## config.mk

```make
export PLATFORM = sky130hd
export DESIGN_NAME = display_mux_sseg
export DESIGN_NICKNAME = d
export VERILOG_FILES = /design/src/rtl/display_mux_sseg.sv
export SDC_FILE = /design/constraint.sdc
export NUM_CORES = 1
export LEC_CHECK = 0
export ABC_AREA = 1
export BUFFER_PORTS_ARGS = -buffer_cell sky130_fd_sc_hd__buf_2
export CAP_MARGIN = 20
export CORE_MARGIN = 2
export CORE_UTILIZATION = 63
export CTS_BUF_LIST = sky130_fd_sc_hd__clkbuf_8
export DETAILED_ROUTE_END_ITERATION = 10
export PLACE_DENSITY = 0.95
export SETUP_SLACK_MARGIN = 0.02
export SYNTH_ARGS = -nofsm -noshare
export SYNTH_HDL_FRONTEND = slang
export SYNTH_SLANG_ARGS = --single-unit
```

## constraint.sdc

```tcl
create_clock -name clk -period 4.7 [get_ports clk]
set_input_delay 0.235 -clock clk [delete_from_list [all_inputs] [get_ports clk]]
set_output_delay 0.235 -clock clk [all_outputs]
set_load 0.1 [all_outputs]
```

## src/rtl/display_mux_sseg.sv

```systemverilog
// Time-multiplexed seven-segment driver: scans NDIG hex digits from a shadow register.
// Optional build macro LZ_BLANK_EN darkens leading-zero digits above the most significant non-zero nibble.
module display_mux_sseg #(
    parameter int NDIG        = 4,
    parameter int REFRESH_DIV = 50000
) (
    input  logic                clk,
    input  logic                rst_n,
    input  logic [4*NDIG-1:0]   data,
    input  logic                load,
    input  logic [NDIG-1:0]     blank,
    output logic [0:6]          SSeg,
    output logic [NDIG-1:0]     an,
    output logic                scan_tick
);

    localparam int CW = $clog2(REFRESH_DIV);
    localparam int IW = (NDIG > 1) ? $clog2(NDIG) : 1;
    localparam logic [CW-1:0] CNT_LAST = CW'(REFRESH_DIV - 1);
    localparam logic [IW-1:0] IDX_LAST = IW'(NDIG - 1);

    logic [CW-1:0]     cnt_q, cnt_d;
    logic [IW-1:0]     idx_q, idx_d;
    logic [4*NDIG-1:0] shadow_q, shadow_d;
    logic              tick_q, tick_d;
    logic [0:6]        sseg_q, sseg_d;
    logic [NDIG-1:0]   an_q, an_d;
    logic              advance_s;
    logic [3:0]        nibble_s;
    logic              dark_s;
    logic [NDIG-1:0]   lz_mask_s;

    // Hex nibble to active-low abcdefg pattern.
    function automatic logic [0:6] seg_enc(input logic [3:0] nib);
        logic [0:6] seg;
        case (nib)
            4'h0:    seg = 7'b0000001;
            4'h1:    seg = 7'b1001111;
            4'h2:    seg = 7'b0010010;
            4'h3:    seg = 7'b0000110;
            4'h4:    seg = 7'b1001100;
            4'h5:    seg = 7'b0100100;
            4'h6:    seg = 7'b0100000;
            4'h7:    seg = 7'b0001111;
            4'h8:    seg = 7'b0000000;
            4'h9:    seg = 7'b0000100;
            4'hA:    seg = 7'b0001000;
            4'hB:    seg = 7'b1100000;
            4'hC:    seg = 7'b0110001;
            4'hD:    seg = 7'b1000010;
            4'hE:    seg = 7'b0110000;
            4'hF:    seg = 7'b0111000;
            default: seg = 7'b1111111;
        endcase
        return seg;
    endfunction

    // Refresh divider, digit index, shadow capture and scan tick next-state.
    always_comb begin
        advance_s = (cnt_q == CNT_LAST);
        cnt_d     = cnt_q;
        idx_d     = idx_q;
        if (advance_s) begin
            cnt_d = '0;
            if (idx_q == IDX_LAST) begin
                idx_d = '0;
            end else begin
                idx_d = idx_q + 1'b1;
            end
        end else begin
            cnt_d = cnt_q + 1'b1;
        end
        if (load) begin
            shadow_d = data;
        end else begin
            shadow_d = shadow_q;
        end
        tick_d = advance_s;
    end

`ifdef LZ_BLANK_EN
    logic lz_seen_s;

    // A digit is dark when it and every digit above it are zero; digit 0 always shows.
    always_comb begin
        lz_mask_s = '0;
        lz_seen_s = 1'b0;
        for (int k = NDIG - 1; k >= 1; k--) begin
            if (shadow_q[4*k +: 4] != 4'h0) begin
                lz_seen_s = 1'b1;
            end else begin
                lz_seen_s = lz_seen_s;
            end
            lz_mask_s[k] = ~lz_seen_s;
        end
    end
`else
    // Leading-zero suppression not built: no extra masking.
    always_comb begin
        lz_mask_s = '0;
    end
`endif

    // Output decode from the registered index and shadow, so outputs lag state by one edge.
    always_comb begin
        nibble_s = shadow_q[4*idx_q +: 4];
        dark_s   = blank[idx_q] | lz_mask_s[idx_q];
        an_d     = {NDIG{1'b1}};
        sseg_d   = 7'b1111111;
        if (!dark_s) begin
            an_d[idx_q] = 1'b0;
            sseg_d      = seg_enc(nibble_s);
        end else begin
            an_d   = {NDIG{1'b1}};
            sseg_d = 7'b1111111;
        end
    end

    // State and output registers; reset leaves the display fully dark.
    always_ff @(posedge clk or negedge rst_n) begin
        if (!rst_n) begin
            cnt_q    <= '0;
            idx_q    <= '0;
            shadow_q <= '0;
            tick_q   <= 1'b0;
            sseg_q   <= 7'b1111111;
            an_q     <= {NDIG{1'b1}};
        end else begin
            cnt_q    <= cnt_d;
            idx_q    <= idx_d;
            shadow_q <= shadow_d;
            tick_q   <= tick_d;
            sseg_q   <= sseg_d;
            an_q     <= an_d;
        end
    end

    assign SSeg      = sseg_q;
    assign an        = an_q;
    assign scan_tick = tick_q;

endmodule

```

---- Word-level counts from Yosys, hierarchy flattened ----
Memory sizes are Yosys's and may differ from the RTL's.
Index checks and enable logic that the tools add are counted.
word-level totals
  memories ................................ 1
  output and inout port bits .............. 12
  input port bits ......................... 23
  logic and storage cells ................. 27
  memory bits (read-only) ................. 112
  bits in registers ....................... 46
memories
  memory           depth  width  read ports  clocked after Yosys merged registers in  write ports  line  RTL
  (no name shown)  16     7      1           0                                        0            36    case (nib)
cells by class
  equality and inequality tests ........... 2
  add/sub/neg operators ................... 2
  magnitude comparators ................... 2
  reductions and logical operators ........ 1
  bitwise gates (word level) .............. 2
  shift operators ......................... 1
  mux-type cells .......................... 10
operator list
  kind                   count
  $add 16x1->16 const B  1
  $eq 16x16->1 const B   1
  $mux 16                1
  $shiftx 16x5->4        1
  $mux 7                 1
  $bmux 1 s2             2
  $mux 4                 1
  $not 4->4              1
  $lt 2x3->1 const B     1
  $mux 1                 3
  $add 2x1->2 const B    1
  $demux 1 s2            1
  $eq 2x2->1 const B     1
  $ge 2x1->1 const B     1
  $mux 2                 1
  $logic_and 1x1->1      1
  $or 1x1->1             1

---- Depth between registers and ports, before layout ----
  word-level depth ........................ 6
  gate-level depth with buffers ........... 11
  depth with buffers taken out ............ 10

---- Worst setup path after synthesis ----
OpenSTA, ideal clock, no wires.
  kind .................................... register to register
  from .................................... reg idx_q[0]
  to ...................................... reg sseg_q, in the netlist SSeg[0]
  arrival ................................. 1.409 ns
  stages on the path, launching flop included .. 12
  path buffers ............................ 1
  setup slack ............................. 3.208 ns
  required time ........................... 4.617 ns
  period minus slack after synthesis ...... 1.492 ns
  library setup time ...................... 0.083 ns
  cells stage by stage .................... dfrtp_1 -> inv_2 -> buf_6 -> nand2_1 -> nand3_1 -> nand2_2 -> inv_1 -> ha_1 -> nand3_1 -> nand2_1 -> nand2_1 -> nand3_1
between the ends
  word-level cells in the longest chain between the ends .. 4
  elaborated cells on any way between the ends .. 8
  classes of those cells .................. shift (1); mux (5); bitwise (1); memory (1)
ends and longest elaborated chain
  what                                                  line  RTL
  start: declaration                                    23    logic [IW-1:0] idx_q, idx_d;
  start signal: assignment                              130   idx_q <= idx_d;
  branches (longest 3 deep; another with $mem_v2 16x7)  --
  $mux 7 (*)                                            110   if (!dark_s) begin
  named net sseg_d, one bit                             26    logic [0:6] sseg_q, sseg_d;
  end signal: assignment                                133   sseg_q <= sseg_d;
  end: declaration                                      26
Mark *: on every way through the listed nets, which the timed path passes. The select of a mux whose other input is x is not followed.
A chain may end at the register's enable or synchronous reset.

---- Worst setup path in the final report ----
  from .................................... reg idx_q[0]
  to ...................................... reg sseg_q, in the netlist SSeg[3]
The elaborated chain is that of the path after synthesis.

==> impl_metrics.tcl <==
set metrics [dict create \
    status "finished, final reports clean" \
    rsz0062_at_grt "no" \
    drive_gt1_share_pct 29.4 \
    startpoint_type "flip-flop" \
    start_util_pct 65.3 \
    sw_frac_of_total_pct 29.4 \
    hold_viol 0 \
    setup_violations 0 \
    io_buffers 34 \
    antenna_cells 0 \
    comb_power_share_pct 18.2 \
    dp_hpwl_mm 3.29 \
    relSlewSlack_pct 67.9 \
    critPathMaxFanout 14 \
    grt-ovfl-total 0 \
    r2r_end "SSeg[3]$_DFF_PN1_" \
    worst-r2r-cell-count 10 \
    crit_required_ns 4.93 \
    hold_start "data[10]" \
    critical_path_class "flip-flop to flip-flop" \
    hp-class "input pin to flip-flop" \
    worst_pin_slew_ns 0.484 \
    htreeDepth 2 \
    avgSynthCellArea_um2 9.10 \
    cts_tree "built" \
    cts_made_buffers 5 \
    core_mm2 0.00366 \
    fp.dieH_um 65.6 \
    clkLatencyLatePin_ns 0.30 \
    place_congestion 0.907 \
    die_w_um 65.6 \
    synthTopCellsByArea "dfrtp_1 (37%), dfstp_2 (12%), nand2_1 (9.9%)" \
    grt_max_degree 47 \
    syn-num-nets 297 \
    syn_to_final_growth_pct 13.7 \
    drc 0 \
    ios 35 \
    min_path_cells 2 \
    peakVddDrop_uv 281 \
    p_int_w 0.000598 \
    grt_pass1_vias 1804 \
    synth_top_area_share_pct 36.6 \
    reg2reg_from "idx_q[0]$_DFFE_PN0N_" \
    drt_first_pass_iters 5 \
    critical_path_arrival_ns 2.14 \
    met3_usage_pct 4.62 \
    startpoint "idx_q[0]$_DFFE_PN0N_" \
    grt_use_total_pct 24.1 \
    syn_area_mm2 0.00239 \
    p_per_area_mw_per_mm2 311 \
    cts_buffer_depth 2 \
    synth_cell_types 27 \
    drtAntennaViolNets 0 \
    grt_pass1_wl_mm 7.87 \
    clock-sinks 46 \
    ys_seq_area_share_pct 48.7 \
    gr-usage-met1_pct 31.7 \
    row_count 22 \
    max_cap_viol_count 0 \
    slew_violations 0 \
    path_clk_slew_ns 0.08 \
    grt.busiest_layer "met2" \
    routed_wl_mm 4.62 \
    postLayoutCoreUtil_pct 74.3 \
    wl_per_cell_um 13.2 \
    drt_iter0_markers 146 \
    grtUsageMet2_pct 38.0 \
    rrSetupSlack_ns 2.79 \
    viasPerCell 5.28 \
    p_leak_nw 1.36 \
    final_cell_mix "nand2_1 (63), dfrtp_1 (35), buf_2 (34), nor2_1 (29), inv_1 (26)" \
    min_to "shadow_q[10]$_DFFE_PN0P_" \
    syn-instance-count 263 \
    power.switching_w 0.000249 \
    grt_antenna_before_repair 0 \
    finalClockSkew_ns 0.00422 \
    ys_ff_latch 46 \
    fmax_mhz 523 \
    seqPwrFrac_pct 51.1 \
    vias 1855 \
    crit_path_end_kind "flip-flop" \
    synth-warning-count 0 \
    cts-root-buf "clkbuf_8" \
    dieArea_mm2 0.00431 \
    fin_setup_tns_ns 0 \
    final_common_cell "nand2_1" \
    synth_largest_area_cell "dfrtp_1" \
    cts_resized 0 \
    finalCritPeriodShare_pct 40.7 \
    pwr-share-clk_pct 30.8 \
    fin_nets 336 \
    period_needed_ns 1.91 \
]
[flip-flops by register name, summed over array words and instances (netlist names)]
register	count
scan_tick	1
cnt_q	16
idx_q	2
an	4
SSeg	7
shadow_q	16
[power by group through the flow]
stage               clock network [W]  registers [W]   logic, W
detailed placement                  0       0.000440   0.000151
global placement                    0       0.000439   0.000147
floorplan                           0       0.000495  0.0000600
finish                       0.000261       0.000432   0.000154
global route                 0.000282       0.000435   0.000166
CTS                          0.000263       0.000433   0.000152
[layout make-up]
cell class / instances / area, um2
Tap cell: 48 / 60.1
Multi-Input combinational cell: 182 / 1070
Clock buffer: 7 / 96.3
Sequential cell: 46 / 1160
Fill cell: 260 / 941
Clock inverter: 1 / 3.75
Inverter: 31 / 120
Timing Repair Buffer: 36 / 200
[cells in the mapped netlist, drive strengths merged]
master,number
a21oi,4
buf,4
clkinv,1
dfrtp,35
dfstp,11
ha,11
inv,30
mux2,16
nand2,69
nand3,29
nand4,4
nor2,33
nor3,3
nor3b,1
o21ai,6
xor2,6
[worst max-delay path, cell delays in order (launching register included)]
cell and delay, ns:
dfrtp_1 0.61, inv_2 0.20, nand2_1 0.09, nand3_1 0.08, nand2_1 0.20, inv_1 0.12
ha_1 0.22, nand3_1 0.13, nand2_1 0.07, nand2_1 0.05, nand3_1 0.06
[worst max-delay path by stage]
stage                              endpoint  slack [ns]
after detailed placement  SSeg[3]$_DFF_PN1_        2.86
after global routing      SSeg[3]$_DFF_PN1_        2.59
after global placement    SSeg[0]$_DFF_PN1_        2.97
after floorplan           SSeg[0]$_DFF_PN1_        3.21
final                     SSeg[3]$_DFF_PN1_        2.79
after CTS                 SSeg[3]$_DFF_PN1_        2.80
[stage by stage]
step / hold slack (ns) / setup WS (ns) / total power [W] / area (um2) / instances
after floorplan: -0.0606 / 3.21 / 0.000555 / 2390 / 263
after global placement: 0.437 / 2.97 / 0.000585 / 2590 / 341
after detailed placement: 0.440 / 2.86 / 0.000591 / 2590 / 341
after CTS: 0.114 / 2.80 / 0.000848 / 2690 / 349
after global routing: 0.161 / 2.59 / 0.000883 / 2720 / 351
final: 0.161 / 2.79 / 0.000847 / 2720 / 351
[timing repair]
action                                 in CTS  in global routing
hold buffers                                0                  1
endpoints found under the hold margin       0                  8
setup buffers                               0                  0
[cells by family after synthesis]
kind of cell / after synthesis / share of synthesized area, %
buffers and inverters: 35 / 6.38
multiplexers: 16 / 7.53
AND/OR/NAND/NOR: 139 / 27.2
flip-flops: 46 / 48.7
adder cells (fa/ha/maj): 11 / 5.75
XOR/XNOR: 6 / 2.20
AO/OA/AOI/OAI: 10 / 2.25
[per-layer routing]
layer	up-vias	share of wire (%)	routed length, um
met3	10	6.9	321
li1	908	-	-
met1	842	42	1940
met5	-	0	0
met4	0	2.0	94
met2	95	49	2260
(Power assumes the default switching activity.)
